<file path="config.mk">
export PLATFORM = sky130hd
export DESIGN_NAME = cmda_dly_seq
export DESIGN_NICKNAME = d
export VERILOG_FILES = /design/src/rtl/cmda_dly_pkg.sv /design/src/rtl/cmda_dly_shadow.sv /design/src/rtl/cmda_dly_seq.sv
export SDC_FILE = /design/constraint.sdc
export NUM_CORES = 1
export LEC_CHECK = 0
export BUFFER_PORTS_ARGS = -buffer_cell sky130_fd_sc_hd__buf_2
export CORE_ASPECT_RATIO = 1.2
export CORE_MARGIN = 5
export CORE_UTILIZATION = 29
export DETAILED_ROUTE_END_ITERATION = 8
export GPL_TIMING_DRIVEN = 1
export SYNTH_ARGS = -nofsm -noshare
export SYNTH_HDL_FRONTEND = slang
export SYNTH_SLANG_ARGS = --single-unit
</file>
<file path="constraint.sdc">
create_clock -name clk_div -period 2.25 [get_ports clk_div]
set_input_delay 0.1125 -clock clk_div [delete_from_list [all_inputs] [get_ports clk_div]]
set_output_delay 0.1125 -clock clk_div [all_outputs]
set_load 0.02 [all_outputs]
</file>
<file path="src/rtl/cmda_dly_pkg.sv">
// Shared constants and types for the CMD/address lane delay sequencer.
package cmda_dly_pkg;

    // Default number of CMD/address output lanes in the PHY.
    localparam int NUM_CMDA_LANES = 32;

    // Width of one lane delay value; bits [2:0] are the fine delay.
    localparam int DLY_W = 8;

    // Sequencer states.
    //   IDLE : waiting for a request (new or pending)
    //   SCAN : one lane per cycle, strobing the dirty ones
    //   LOAD : waiting for the command sequencer to go quiet, then load
    //   DONE : one-cycle tail before returning to IDLE
    typedef enum logic [1:0] {
        IDLE = 2'd0,
        SCAN = 2'd1,
        LOAD = 2'd2,
        DONE = 2'd3
    } state_t;

endpackage

</file>
<file path="src/rtl/cmda_dly_shadow.sv">
// Shadow register file of per-lane delays with a dirty bit per lane.
// One write port, one read port (lane idx) and one clear-dirty port.
// A write and a clear on the same lane in the same cycle: the write wins,
// so the lane stays dirty and holds the newly written value.
module cmda_dly_shadow
    import cmda_dly_pkg::*;
#(
    parameter int NUM_LANES = NUM_CMDA_LANES,
    parameter int LANE_AW   = 5
) (
    input  logic               clk_div,
    input  logic               rst,
    input  logic               wr_en,
    input  logic [LANE_AW-1:0] wr_addr,
    input  logic [DLY_W-1:0]   wr_data,
    input  logic [LANE_AW-1:0] rd_idx,
    output logic [DLY_W-1:0]   rd_data,
    output logic               rd_dirty,
    input  logic               clr_en,
    input  logic [LANE_AW-1:0] clr_idx
);

    // Lane count expressed one bit wider than an index so the range
    // compare below is free of width surprises.
    localparam logic [LANE_AW:0] LANE_LIMIT = (LANE_AW + 1)'(NUM_LANES);

    logic [DLY_W-1:0]     mem [NUM_LANES];
    logic [NUM_LANES-1:0] dirty;
    logic                 wr_ok;
    logic                 clr_ok;
    logic                 rd_ok;

    // Addresses at or beyond the lane count are silently dropped.
    always_comb begin
        wr_ok  = wr_en  && ({1'b0, wr_addr} < LANE_LIMIT);
        clr_ok = clr_en && ({1'b0, clr_idx} < LANE_LIMIT);
        rd_ok  = ({1'b0, rd_idx} < LANE_LIMIT);
    end

    // Delay storage and dirty tracking; write is ordered after clear so it wins.
    always_ff @(posedge clk_div or negedge rst) begin
        if (!rst) begin
            for (int i = 0; i < NUM_LANES; i++) begin
                mem[i] <= '0;
            end
            dirty <= '0;
        end else begin
            if (clr_ok) begin
                dirty[clr_idx] <= 1'b0;
            end
            if (wr_ok) begin
                mem[wr_addr]   <= wr_data;
                dirty[wr_addr] <= 1'b1;
            end
        end
    end

    // Read port: current stored value and dirty flag of the addressed lane.
    always_comb begin
        rd_data  = '0;
        rd_dirty = 1'b0;
        if (rd_ok) begin
            rd_data  = mem[rd_idx];
            rd_dirty = dirty[rd_idx];
        end
    end

endmodule

</file>
<file path="src/rtl/cmda_dly_seq.sv">
// CMD/address lane delay sequencer. On an apply request it walks every
// lane in index order, strobes each dirty lane's shadow value onto the
// shared dly_data bus with a one-hot set_delay, then issues a single
// broadcast ld_delay once the command sequencer is idle.
//
// Handshake: apply_req is sampled every cycle. In IDLE it starts an apply
// immediately; in any other state it sets a one-deep pending flag which
// is consumed on the IDLE cycle that follows DONE. apply_busy is high from
// the first SCAN cycle to the end of DONE; apply_done pulses exactly once
// per apply, in the same cycle as ld_delay (ld_delay only when at least
// one lane was strobed).
module cmda_dly_seq
    import cmda_dly_pkg::*;
#(
    parameter int NUM_LANES = NUM_CMDA_LANES,
    parameter int LANE_AW   = 5
) (
    input  logic                 clk_div,
    input  logic                 rst,
    input  logic                 wr_en,
    input  logic [LANE_AW-1:0]   wr_addr,
    input  logic [DLY_W-1:0]     wr_data,
    input  logic                 apply_req,
    input  logic                 cmd_active,
    output logic                 apply_busy,
    output logic                 apply_done,
    output logic [DLY_W-1:0]     dly_data,
    output logic [NUM_LANES-1:0] set_delay,
    output logic                 ld_delay,
    output logic [1:0]           dbg_state
);

    localparam logic [LANE_AW-1:0]   LAST_IDX = LANE_AW'(NUM_LANES - 1);
    localparam logic [NUM_LANES-1:0] ONE_HOT0 = NUM_LANES'(1);

    state_t               state_q;
    state_t               state_d;
    logic [LANE_AW-1:0]   idx_q;
    logic [LANE_AW-1:0]   idx_d;
    logic                 any_set_q;
    logic                 any_set_d;
    logic                 pend_q;
    logic                 pend_d;

    logic [DLY_W-1:0]     dly_data_d;
    logic [NUM_LANES-1:0] set_delay_d;
    logic                 ld_delay_d;
    logic                 apply_done_d;

    logic [DLY_W-1:0]     sh_rd_data;
    logic                 sh_rd_dirty;
    logic                 sh_clr_en;

    cmda_dly_shadow #(
        .NUM_LANES (NUM_LANES),
        .LANE_AW   (LANE_AW)
    ) u_shadow (
        .clk_div  (clk_div),
        .rst      (rst),
        .wr_en    (wr_en),
        .wr_addr  (wr_addr),
        .wr_data  (wr_data),
        .rd_idx   (idx_q),
        .rd_data  (sh_rd_data),
        .rd_dirty (sh_rd_dirty),
        .clr_en   (sh_clr_en),
        .clr_idx  (idx_q)
    );

    // State, scan index, bookkeeping flags and all registered outputs.
    always_ff @(posedge clk_div or negedge rst) begin
        if (!rst) begin
            state_q    <= IDLE;
            idx_q      <= '0;
            any_set_q  <= 1'b0;
            pend_q     <= 1'b0;
            dly_data   <= '0;
            set_delay  <= '0;
            ld_delay   <= 1'b0;
            apply_done <= 1'b0;
        end else begin
            state_q    <= state_d;
            idx_q      <= idx_d;
            any_set_q  <= any_set_d;
            pend_q     <= pend_d;
            dly_data   <= dly_data_d;
            set_delay  <= set_delay_d;
            ld_delay   <= ld_delay_d;
            apply_done <= apply_done_d;
        end
    end

    // Next-state logic: scan walk, load gating on cmd_active, pending merge.
    always_comb begin
        state_d      = state_q;
        idx_d        = idx_q;
        any_set_d    = any_set_q;
        pend_d       = pend_q;
        dly_data_d   = dly_data;
        set_delay_d  = '0;
        ld_delay_d   = 1'b0;
        apply_done_d = 1'b0;
        sh_clr_en    = 1'b0;

        case (state_q)
            IDLE: begin
                if (apply_req || pend_q) begin
                    state_d   = SCAN;
                    idx_d     = '0;
                    any_set_d = 1'b0;
                    pend_d    = 1'b0;
                end
            end

            SCAN: begin
                // The strobe carries the value stored before this edge; a
                // colliding write lands in the shadow and keeps the lane dirty.
                if (sh_rd_dirty) begin
                    dly_data_d  = sh_rd_data;
                    set_delay_d = ONE_HOT0 << idx_q;
                    sh_clr_en   = 1'b1;
                    any_set_d   = 1'b1;
                end
                if (idx_q == LAST_IDX) begin
                    state_d = LOAD;
                end else begin
                    idx_d = idx_q + LANE_AW'(1);
                end
            end

            LOAD: begin
                // Never change lane delays under a live command.
                if (!cmd_active) begin
                    ld_delay_d   = any_set_q;
                    apply_done_d = 1'b1;
                    state_d      = DONE;
                end
            end

            DONE: begin
                state_d = IDLE;
            end

            default: begin
                state_d = IDLE;
            end
        endcase

        // Requests arriving while busy collapse into one pending apply.
        if ((state_q != IDLE) && apply_req) begin
            pend_d = 1'b1;
        end
    end

    // Busy covers SCAN, LOAD and DONE.
    always_comb begin
        apply_busy = (state_q != IDLE);
        dbg_state  = state_q;
    end

endmodule
</file>
==> results of run 1 <==
-- area by class of cell --
cell class / instances / area, sq um / area share (%)
tap: 705 / 882.1 / 4.758
clock buffer: 51 / 1008 / 5.440
inverter: 10 / 37.54 / 0.2025
timing repair buffer: 172 / 1345 / 7.256
sequential: 339 / 8489 / 45.80
multi-input combinational: 716 / 6679 / 36.03
clock inverter: 7 / 88.84 / 0.4792
antenna: 3 / 7.507 / 0.04050
-- metrics by stage --
step | TNS (ns) | total power [mW]
detailed placement | -2.848 | 15.70
finish | -2.951 | 21.57
global route | -5.273 | 22.57
global placement | -0.8897 | 15.55
CTS | -1.917 | 21.61
floorplan | -0.05831 | 13.13
-- cells in the final DEF (no fill, tap or decap), types with 4 or more instances in the layout --
cell type	netlist	layout
a21oi_1	19	19
a21oi_4	10	10
a22oi_1	17	17
a2bb2oi_1	5	5
a31oi_1	9	9
buf_12	1	15
buf_2	13	61
buf_4	5	91
clkbuf_1	58	11
clkbuf_16	0	37
clkinv_2	0	4
dfrtp_1	339	336
ha_1	10	10
inv_1	10	10
mux2_2	267	266
mux2i_1	73	73
mux4_2	34	34
nand2_1	34	34
nand3_1	14	14
nand3b_1	5	5
nor2_1	60	58
nor3_1	51	49
nor3b_1	6	6
nor4_1	11	10
o21ai_0	9	6
o22ai_1	35	34
or4b_2	4	4
-- worst min-delay path: stages --
cell,delay [ns]
buf_2,0.14
nor2_1,0.15
a21oi_1,0.15
a31oi_1,0.05
-- power by group through the flow --
stage	registers, mW	logic (mW)	clock network [mW]
finish	8.14	7.75	5.68
global route	8.26	8.30	6.01
CTS	8.11	7.69	5.81
detailed placement	8.21	7.49	0
global placement	8.16	7.40	0
floorplan	7.98	5.14	0
-- registers in the layout, summed over array words and instances (netlist names) --
name            flops
u_shadow.mem      256
dly_data            8
dbg_state           2
idx_q               5
set_delay          32
apply_done          1
u_shadow.dirty     32
pend_q              1
any_set_q           1
ld_delay            1
-- repair_timing --
action / CTS / global route
resized for setup: 8 / 10
setup endpoints to repair: 65 / 72
gates cloned: 0 / 0
hold buffers: 3 / 0
hold endpoints to repair: 71 / 0
buffers inserted: 0 / 1
-- kinds of logic (layout without fill, tap and decap cells) --
family,Yosys count,in the layout,share of synthesized area [%]
other,0,3,0
multiplexers,374,374,29.04
adder cells (fa/ha/maj),10,10,0.8069
buffers and inverters,90,240,2.606
AO/OA/AOI/OAI,118,118,5.769
AND/OR/NAND/NOR,214,214,7.069
flip-flops,339,339,54.71
-- how the worst min path moves through the flow --
stage	start	endpoint	slack [ns]	cells past startpoint
after CTS	wr_addr[1]	u_shadow.dirty[5]	0.08	4
after detailed placement	rst	u_shadow.mem[44]	0.16	1
final	wr_addr[1]	u_shadow.dirty[5]	0.12	4
after global routing	wr_addr[1]	u_shadow.dirty[5]	0.12	4
after floorplan	rst	any_set_q	-0.18	0
after global placement	rst	u_shadow.dirty[3]	0.18	1
-- routing by layer --
| metal | share of wire, % | track usage, % | vias to the layer above |
|---|---|---|---|
| met4 | 2.9 | 4.695 | 0 |
| met1 | 43 | 18.40 | 5275 |
| li1 | - | - | 4472 |
| met2 | 51 | 25.27 | 228 |
| met3 | 3.7 | 2.050 | 67 |
| met5 | 0 | 0 | - |
==> impl_results.md, run 1 <==
- Result of the run: finished with violations
- Violated checks: negative setup slack
- Fillcell total: a little over 5000
- Top flip-flop cell by instance count after synthesis: dfrtp_1
- Count of pins over their slew limit: 0
- Die width: between 200 and 250 um
- Most frequent cells after synthesis: dfrtp_1 (339), mux2_2 (267), mux2i_1 (73)
- CTS clock-pin slew for the worst setup and hold paths: 0.06 ns
- Relative contribution of combinational cells to total power: between 30% and 40%
- Measured slew at the worst slew-check pin: slightly above 0.8 ns
- Post-route DRC violation count: 0
- Latest clock arrival within the worst-skew pair: between 0.5 and 0.6 ns
- Final Net Count: around 1300
- Cell count after placement: roughly 1900
- Largest cells by area after synthesis: dfrtp_1 (55%), mux2_2 (19%), mux4_2 (4.9%)
- CP cell instances: mux4_2 -> and4_4 -> a2111o_4 -> o21ai_4 -> buf_12 -> mux2_2
- Total placed instance area: 17320 sq um
- Initial antenna violation count: 2
- Worst Setup Path Type: flop to flop
- Detail Placement HPWL: 30090 um
- Register area share after synthesis: 54.71%
- Global-route wire length before repair: approximately 67000 um
- Final weighted congestion in routability-driven placement: 0.8506
- Count of max-cap constraint violations: 0
- Element type at the critical path start: flop
- Highest achievable clock rate: 0.4208 GHz
- Post-Synthesis Net Count: 1173
- Number of rows created at floorplan: 92
- Clock Sinks: around 340
- Post-route insts no fill: 2003
- Setup slack on the worst flop-to-flop path: -0.13 ns
- Crit-path slowest cell: mux4_2
- Share of total power in the clock network: 26.3%
- Stage delay of the slowest cell on the critical path: 0.53 ns
- FF-to-FF End: dly_data[3]
- Worst endpoint required time: roughly 2.7 ns
- Pre-CTS setup slack: -0.2616 ns
- Fraction of synthesized cell area taken by the top area cell type: between 50 and 60%
- Number of buffers on the longest clock path: 3
- Switching power as a share of total power: roughly a third
- Core footprint: 52720 sq um
- Initial Util: 29.41%
- Root buffer selected by CTS: clkbuf_16
- Cell depth of the worst flop-to-flop path: 6
- Async set or reset register ratio after synthesis: 100.0%
- Skew final: 0.01507 ns
- Via-per-instance ratio: 5.013
- Unrepaired setup endpoints after global routing: yes
- Pin count of the biggest net entering global routing: 77
- Worst VDD drop: 721.0 uV
- Clock tree from TritonCTS: built
- Number of synthesized flops with an enable pin: 0
- Final design instance area without fill: roughly 19000 sq um
- Top Ports: 63
- Number of synthesized register bits: 339
- Net switching power: between 7 and 8 mW
- Yosys warns: 0
- Seq pwr share: roughly 38%
- Via total after detailed routing: 10040
- Category of the worst setup path capture point: flop
- Startpoint of the lowest-slack register-to-register path: idx_q[0]
- Overflow after GRT: 0
- Start point of the critical path: idx_q[0]
- Starting DRC count in detailed routing: 604
- IO buf count: between 60 and 70
- Critical path endpoint: dly_data[3]
- Count of antenna-violating nets left after detailed routing: 0
- Mean Syn Cell Area: roughly 14 sq um
- Max_slew headroom: 44.91%
- Post-route setup slack: -0.1265 ns
- Worst-path fanout max: 8
- TritonCTS Buffers: 35
- Dominant delay contributor by cell family on the critical path: multiplexers
- Sum of routed wire length over all layers: ~43000 um
- Syn-to-layout area delta: 19.55%
- Number of detailed-routing iterations run before antenna repair: 4
- Wire length per cell after detailed routing: 21.29 um
- Cell accounting for the most synthesized area: dfrtp_1
- Tcrit/Tclk final: 105.6%
- Netlist area before placement: 15510 sq um
- Final setup vio count: 67
- Crit. path cell count: 6
- Mapped Cells: 1145
- Pint: around 14 mW
- CP arrival: 2.78 ns
- Pwr per Cell Area: 1164 nW/um^2
- WP buf/inv: 1
- Via count of the first global-routing pass: approximately 11000
- Worst hold margin: 0.1236 ns
- Leakage power: 8.153 nW
- Number of unique standard cell types used by synthesis: 53
- Overall Global Routing Usage: 14.42%
- Die Area: 58210 sq um
- Most instantiated library cell after synthesis: dfrtp_1
- Ratio of cells with drive above 1 in the final layout: 42.63%
- Count of endpoints failing hold in the final timing report: 0
- # H-tree levels: 2
- Min-Delay Path Class: primary input to flop
- Period minus WS final: 2.377 ns
- Vertical extent of the die: 263.3 um
- Layout Utilization: 35.16%
No activity file was read; power rests on OpenSTA's default activity.
==> run 2, diff against run 1 <==
--- a/config.mk
+++ b/config.mk
@@ -9,8 +9,10 @@
 export CORE_ASPECT_RATIO = 1.2
 export CORE_MARGIN = 5
 export CORE_UTILIZATION = 29
+export CTS_BUF_LIST = sky130_fd_sc_hd__clkbuf_8
 export DETAILED_ROUTE_END_ITERATION = 8
 export GPL_TIMING_DRIVEN = 1
+export RECOVER_POWER = 100
 export SYNTH_ARGS = -nofsm -noshare
 export SYNTH_HDL_FRONTEND = slang
 export SYNTH_SLANG_ARGS = --single-unit
==> run 2 against run 1 <==
The flow finishes with violations (max-capacitance violations, max-slew violations, negative setup slack). Via count grew 1.0%. Critical endpoint unchanged. Setup slack gained 0.012 ns. Largest cell class unchanged. Clock skew grew 0.010 ns. Flip-flop and latch count is the same. Clock power shrank 6.3%. Combinational power is essentially flat. Critical path type unchanged. Critical path depth is the same. Maximum frequency grew 0.51%.
==> impl_results.md, run 2 (same netlist as run 1, synthesis figures left out) <==
- Measured slew at the worst slew-check pin: 1.964 ns (was 0.8233 ns)
- Pin count of the biggest net entering global routing: 77 (unchanged)
- Element type at the critical path start: flop (unchanged)
- Highest achievable clock rate: 0.4229 GHz (was 0.4208 GHz)
- IO buf count: 62 (unchanged)
- Final Net Count: 1319 (was 1302)
- Core footprint: 52720 sq um (unchanged)
- Layout Utilization: 34.83% (was 35.16%)
- Die width: 221.1 um (unchanged)
- Die Area: 58210 sq um (unchanged)
- Top Ports: 63 (unchanged)
- Biggest register: u_shadow.mem (unchanged)
- Vertical extent of the die: 263.3 um (unchanged)
- Violated checks: max-capacitance violations, max-slew violations, negative setup slack (was negative setup slack)
- TritonCTS Buffers: 52 (was 35)
- Sum of routed wire length over all layers: 42900 um (was 42650 um)
- Unrepaired setup endpoints after global routing: yes (unchanged)
- Largest registers ranked by flip-flop count: u_shadow.mem: 256 flops, set_delay: 32 flops, u_shadow.dirty: 32 flops (unchanged)
- Final setup TNS: -2.146 ns (was -2.951 ns)
- Wire length per cell after detailed routing: 21.07 um (was 21.29 um)
- Worst VDD drop: 763.1 uV (was 721.0 uV)
- Final setup vio count: 61 (was 67)
- Overflow after GRT: 0 (unchanged)
- Worst endpoint required time: 2.75 ns (was 2.65 ns)
- Detail Placement HPWL: 30090 um (unchanged)
- Count of antenna-violating nets left after detailed routing: 0 (unchanged)
- Worst hold margin: 0.09585 ns (was 0.1236 ns)
- Tcrit/Tclk final: 105.1% (was 105.6%)
- Number of buffers on the longest clock path: 3 (unchanged)
- Worst Setup Path Type: flop to flop (unchanged)
- Via-per-instance ratio: 4.982 (was 5.013)
- Global-route wire length before repair: 67310 um (was 66890 um)
- Number of detailed-routing iterations run before antenna repair: 5 (was 4)
- Worst-path fanout max: 8 (unchanged)
- Initial Util: 29.41% (unchanged)
- Cell count after placement: 1938 (unchanged)
- Latest clock arrival within the worst-skew pair: 0.61 ns (was 0.53 ns)
- Min-Delay Path Class: primary input to flop (unchanged)
- Initial antenna violation count: 2 (unchanged)
- Post-route setup slack: -0.1144 ns (was -0.1265 ns)
- CP arrival: 2.87 ns (was 2.78 ns)
- Most common cell after layout, fill and taps aside: dfrtp_1 (unchanged)
- Result of the run: finished with violations (unchanged)
- Overall Global Routing Usage: 14.50% (was 14.42%)
- Post-route insts no fill: 2036 (was 2003)
- Root buffer selected by CTS: clkbuf_8 (was clkbuf_16)
- Count of max-cap constraint violations: 1 (was 0)
- Clock tree from TritonCTS: built (unchanged)
- Count of endpoints failing hold in the final timing report: 0 (unchanged)
- Number of flip-flops in the largest register: 256 (unchanged)
- Leakage power: 7.958 nW (was 8.153 nW)
- CTS clock-pin slew for the worst setup and hold paths: 0.07 ns (was 0.06 ns)
- Starting DRC count in detailed routing: 643 (was 604)
- # H-tree levels: 2 (unchanged)
- Commonest cells after routing, fill and taps aside: dfrtp_1 (336), mux2_2 (261), mux2i_1 (73) (was dfrtp_1 (336), mux2_2 (266), buf_4 (91))
- Count of pins over their slew limit: 75 (was 0)
- Number of rows created at floorplan: 92 (unchanged)
- Final weighted congestion in routability-driven placement: 0.8506 (unchanged)
- Category of the worst setup path capture point: flop (unchanged)
- Via count of the first global-routing pass: 10900 (was 10760)
- Period minus WS final: 2.364 ns (was 2.377 ns)
- Pwr per Cell Area: 1154 nW/um^2 (was 1164 nW/um^2)
- Via total after detailed routing: 10140 (was 10040)
- Ratio of cells with drive above 1 in the final layout: 38.53% (was 42.63%)
- Post-route DRC violation count: 0 (unchanged)
- Max_slew headroom: -30.94% (was 44.91%)
- Skew final: 0.02541 ns (was 0.01507 ns)
- Syn-to-layout area delta: 18.41% (was 19.55%)
- Clock Sinks: 339 (unchanged)
## run 2: cell types whose count changed in the layout (fill, tap and decap cells not counted), sizes merged
cell / delta
buf: -75
bufinv: -1
clkbuf: +95
clkinv: -3
diode: -1
inv: +18
## run 2: metrics by stage
step | instance area [sq um] | power [mW] | setup slack [ns]
after global routing | 18360 | 22.26 | -0.1238
after detailed placement | 17320 | 15.70 | -0.2616
after CTS | 18470 | 21.21 | -0.1110
after global placement | 17320 | 15.55 | -0.2519
after floorplan | 15540 | 13.13 | -0.005912
final | 18360 | 21.19 | -0.1144
## run 2: final timing paths
path / startpoint / end / slack [ns] / cells past startpoint
worst max-delay path: idx_q[0] / dly_data[3] / -0.11 / 6
worst min-delay path: wr_addr[0] / u_shadow.dirty[5] / 0.1 / 5
worst max register to register: idx_q[0] / dly_data[3] / -0.11 / 6
worst min register to register: u_shadow.mem[71] / u_shadow.mem[71] / 0.50 / 1
max in group asynchronous: rst / u_shadow.mem[115] / 0.30 / 3
min in group asynchronous: rst / u_shadow.mem[155] / 0.64 / 2
## run 2: routing by layer
metal,share of wire [%],GRT usage [%]
met1,43,18.60
met2,51,25.22
met3,3.9,2.396
met4,2.3,4.393
met5,0,0
## run 2: area by class of cell
| type | instances | area (sq um) |
|---|---|---|
| Antenna cell | 2 | 5.005 |
| Clock buffer | 71 | 977.2 |
| Clock inverter | 21 | 115.1 |
| Fill cell | 5233 | 34360 |
| Inverter | 10 | 37.54 |
| Multi-Input combinational cell | 716 | 6704 |
| Sequential cell | 339 | 8489 |
| Tap cell | 705 | 882.1 |
| Timing Repair Buffer | 172 | 1150 |
## run 2: critical path, stage by stage (launching register included)
cell and delay, ns:
dfrtp_4 0.49, mux4_2 0.53, and4_4 0.21, a2111o_4 0.38, o21ai_4 0.18, buf_12 0.16
mux2_2 0.33
## run 2: what timing repair did
action | in CTS | in global routing
buffers inserted | 0 | 1
resized for setup | 8 | 17
hold buffers | 3 | 0
setup endpoints to repair | 62 | 73
endpoints found under the hold margin | 91 | 0
pin swaps | 0 | 0
## run 2: report_power, final
part / internal, mW / switching (mW)
logic: 3.58 / 4.15
clock network: 2.91 / 2.41
registers: 7.34 / 0.794
==> run 3, diff against run 2 <==
--- a/config.mk
+++ b/config.mk
@@ -6,12 +6,17 @@
 export NUM_CORES = 1
 export LEC_CHECK = 0
 export BUFFER_PORTS_ARGS = -buffer_cell sky130_fd_sc_hd__buf_2
+export CAP_MARGIN = 10
+export CELL_PAD_IN_SITES_DETAIL_PLACEMENT = 0
+export CELL_PAD_IN_SITES_GLOBAL_PLACEMENT = 1
 export CORE_ASPECT_RATIO = 1.2
 export CORE_MARGIN = 5
 export CORE_UTILIZATION = 29
 export CTS_BUF_LIST = sky130_fd_sc_hd__clkbuf_8
+export CTS_CLUSTER_DIAMETER = 150
 export DETAILED_ROUTE_END_ITERATION = 8
 export GPL_TIMING_DRIVEN = 1
+export PLACE_DENSITY_LB_ADDON = 0.1
 export RECOVER_POWER = 100
 export SYNTH_ARGS = -nofsm -noshare
 export SYNTH_HDL_FRONTEND = slang
==> run 3 against run 2 <==
The flow finishes with violations (negative setup slack). Clock-buffer cell count up 7. Critical path depth rose by 1. First-iteration DRC count down 30%.
==> impl_results.md, run 3 (same netlist as run 1, synthesis figures left out) <==
- Result of the run: finished with violations (unchanged)
- Violated checks: negative setup slack (was max-capacitance violations, max-slew violations, negative setup slack)
- Startpoint of the lowest-slack register-to-register path: idx_q[0] (unchanged)
- CP arrival: 2.97 ns (was 2.87 ns)
- CP cell instances: buf_6 -> mux4_2 -> and4_4 -> a2111o_4 -> o21ai_4 -> buf_12 -> mux2_2 (was mux4_2 -> and4_4 -> a2111o_4 -> o21ai_4 -> buf_12 -> mux2_2)
- Hold Path Stages: 6 (was 5)
- Pin count of the biggest net entering global routing: 66 (was 77)
- Pre-CTS setup slack: -0.3343 ns (was -0.2616 ns)
- Worst hold margin: 0.1011 ns (was 0.09585 ns)
- Tcrit/Tclk final: 107.9% (was 105.1%)
- Layout Utilization: 36.01% (was 34.83%)
- Skew final: 0.02448 ns (was 0.02541 ns)
- Initial antenna violation count: 1 (was 2)
- Final weighted congestion in routability-driven placement: 0.7660 (was 0.8506)
- Die Area: 58210 sq um (unchanged)
- Initial Util: 29.41% (unchanged)
- Clock Sinks: 339 (unchanged)
- Combined area of the multi-input logic cells: 6755 sq um (was 6704 sq um)
- Worst Setup Path Type: flop to flop (unchanged)
- Unrepaired setup endpoints after global routing: yes (unchanged)
- Root buffer selected by CTS: clkbuf_8 (unchanged)
- Via count of the first global-routing pass: 11080 (was 10900)
- Latest clock arrival within the worst-skew pair: 0.65 ns (was 0.61 ns)
- Syn-to-layout area delta: 22.43% (was 18.41%)
- FF-to-FF End: dly_data[0] (was dly_data[3])
- TritonCTS Buffers: 60 (was 52)
- Max_slew headroom: 5.374% (was -30.94%)
- Sum of routed wire length over all layers: 48880 um (was 42900 um)
- Count of pins over their slew limit: 0 (was 75)
- Final setup vio count: 72 (was 61)
- Post-CTS setup repair buffer count: 0 (unchanged)
- Commonest cells after routing, fill and taps aside: dfrtp_1 (337), mux2_2 (264), buf_4 (82) (was dfrtp_1 (336), mux2_2 (261), mux2i_1 (73))
- Largest registers ranked by flip-flop count: u_shadow.mem: 256 flops, set_delay: 32 flops, u_shadow.dirty: 32 flops (unchanged)
- Top Ports: 63 (unchanged)
- End point of the most critical hold path: u_shadow.dirty[5] (unchanged)
- Count of endpoints failing hold in the final timing report: 0 (unchanged)
- Vertical extent of the die: 263.3 um (unchanged)
- Category of the worst setup path capture point: flop (unchanged)
- Element type at the critical path start: flop (unchanged)
- Setup slack on the worst flop-to-flop path: -0.18 ns (was -0.11 ns)
- Number of buffers on the longest clock path: 3 (unchanged)
- IO buf count: 62 (unchanged)
- Wire length per cell after detailed routing: 23.31 um (was 21.07 um)
- Worst-path fanout max: 8 (unchanged)
- Start point of the worst hold path: wr_en (was wr_addr[0])
- Post-route setup slack: -0.1785 ns (was -0.1144 ns)
- Worst VDD drop: 882.1 uV (was 763.1 uV)
- Crit-path slowest cell: dfrtp_4 (was mux4_2)
- Overall Global Routing Usage: 16.65% (was 14.50%)
- Count of max-cap constraint violations: 0 (was 1)
- Cell depth of the worst flop-to-flop path: 7 (was 6)
- Overflow after GRT: 0 (unchanged)
- Worst endpoint required time: 2.79 ns (was 2.75 ns)
- Number of rows created at floorplan: 92 (unchanged)
- Measured slew at the worst slew-check pin: 1.419 ns (was 1.964 ns)
- Biggest register: u_shadow.mem (unchanged)
- Period minus WS final: 2.428 ns (was 2.364 ns)
- Die width: 221.1 um (unchanged)
- Ratio of cells with drive above 1 in the final layout: 40.40% (was 38.53%)
- Fillcell total: 5356 (was 5233)
- Final setup TNS: -6.133 ns (was -2.146 ns)
- # H-tree levels: 2 (unchanged)
- Number of flip-flops in the largest register: 256 (unchanged)
- Global-route wire length before repair: 74120 um (was 67310 um)
- Starting DRC count in detailed routing: 453 (was 643)
- Final Net Count: 1368 (was 1319)
- Sequential standard cell area: 8488 sq um (was 8489 sq um)
- Pwr per Cell Area: 1204 nW/um^2 (was 1154 nW/um^2)
- Via total after detailed routing: 10180 (was 10140)
- Number of detailed-routing iterations run before antenna repair: 4 (was 5)
- Post-route DRC violation count: 0 (unchanged)
- Most common cell after layout, fill and taps aside: dfrtp_1 (unchanged)
- Leakage power: 8.274 nW (was 7.958 nW)
- Via-per-instance ratio: 4.854 (was 4.982)
- Core footprint: 52720 sq um (unchanged)
- Clock tree from TritonCTS: built (unchanged)
- CTS clock-pin slew for the worst setup and hold paths: 0.06 ns (was 0.07 ns)
- Detail Placement HPWL: 32470 um (was 30090 um)
- Stage delay of the slowest cell on the critical path: 0.52 ns (was 0.53 ns)
- Highest achievable clock rate: 0.4118 GHz (was 0.4229 GHz)
- Total power consumption of the routed design: 22.86 mW (was 21.19 mW)
- Min-Delay Path Class: primary input to flop (unchanged)
- Count of antenna-violating nets left after detailed routing: 0 (unchanged)
-- run 3: cell type report --
cell class | instances | area share, %
clock inverters | 35 | 1.219
diodes | 1 | 0.01318
inverters | 10 | 0.1977
repair buffers | 213 | 7.975
well taps | 705 | 4.646
flip-flops and latches | 339 | 44.71
clock buffers | 78 | 5.655
multi-input cells | 716 | 35.58
-- run 3: report_power, final --
| part | switching, mW | internal (mW) |
|---|---|---|
| clock network | 2.72 | 3.45 |
| logic | 4.54 | 4.10 |
| registers | 0.713 | 7.34 |
| total | 7.97 | 14.9 |
-- run 3: worst max path at each step --
stage                       end  cells past startpoint     start  slack, ns
global placement    dly_data[1]                      8  idx_q[0]      -0.27
CTS                 dly_data[5]                      7  idx_q[0]      -0.22
global route        dly_data[6]                      7  idx_q[0]      -0.22
floorplan           dly_data[0]                      6  idx_q[0]     -0.006
detailed placement  dly_data[6]                      8  idx_q[0]      -0.33
finish              dly_data[0]                      7  idx_q[0]      -0.18
-- run 3: metal layers --
layer | part of all wire [%] | track usage [%] | wire length [um] | up-vias
met3 | 3.1 | 2.752 | 1506 | 69
met5 | 0 | 0 | 0 | -
met2 | 50 | 28.46 | 24290 | 148
met4 | 2.3 | 4.276 | 1127 | 0
met1 | 45 | 22.11 | 21960 | 5334
li1 | - | - | - | 4627
-- run 3: critical path: cells and delay by family (launching register included) --
family / cells / cell delay (ns)
AO/OA/AOI/OAI: 2 / 0.54
flip-flops: 1 / 0.52
buffers and inverters: 2 / 0.30
AND/OR/NAND/NOR: 1 / 0.21
multiplexers: 2 / 0.74
-- run 3: per-stage QoR --
step	cell area [sq um]	instances
after floorplan	15540	1145
after global placement	17620	1969
after detailed placement	17620	1969
after CTS	19140	2095
after global routing	18980	2097
final	18980	2097
-- run 3: timing repair --
| item | 4_1_cts | 5_1_grt |
|---|---|---|
| hold buffers | 12 | 0 |
| cloned | 1 | 1 |
| pin swaps | 3 | 3 |
| endpoints found under the hold margin | 353 | 0 |
| gates resized for setup | 12 | 23 |
| endpoints found under the setup margin | 69 | 71 |
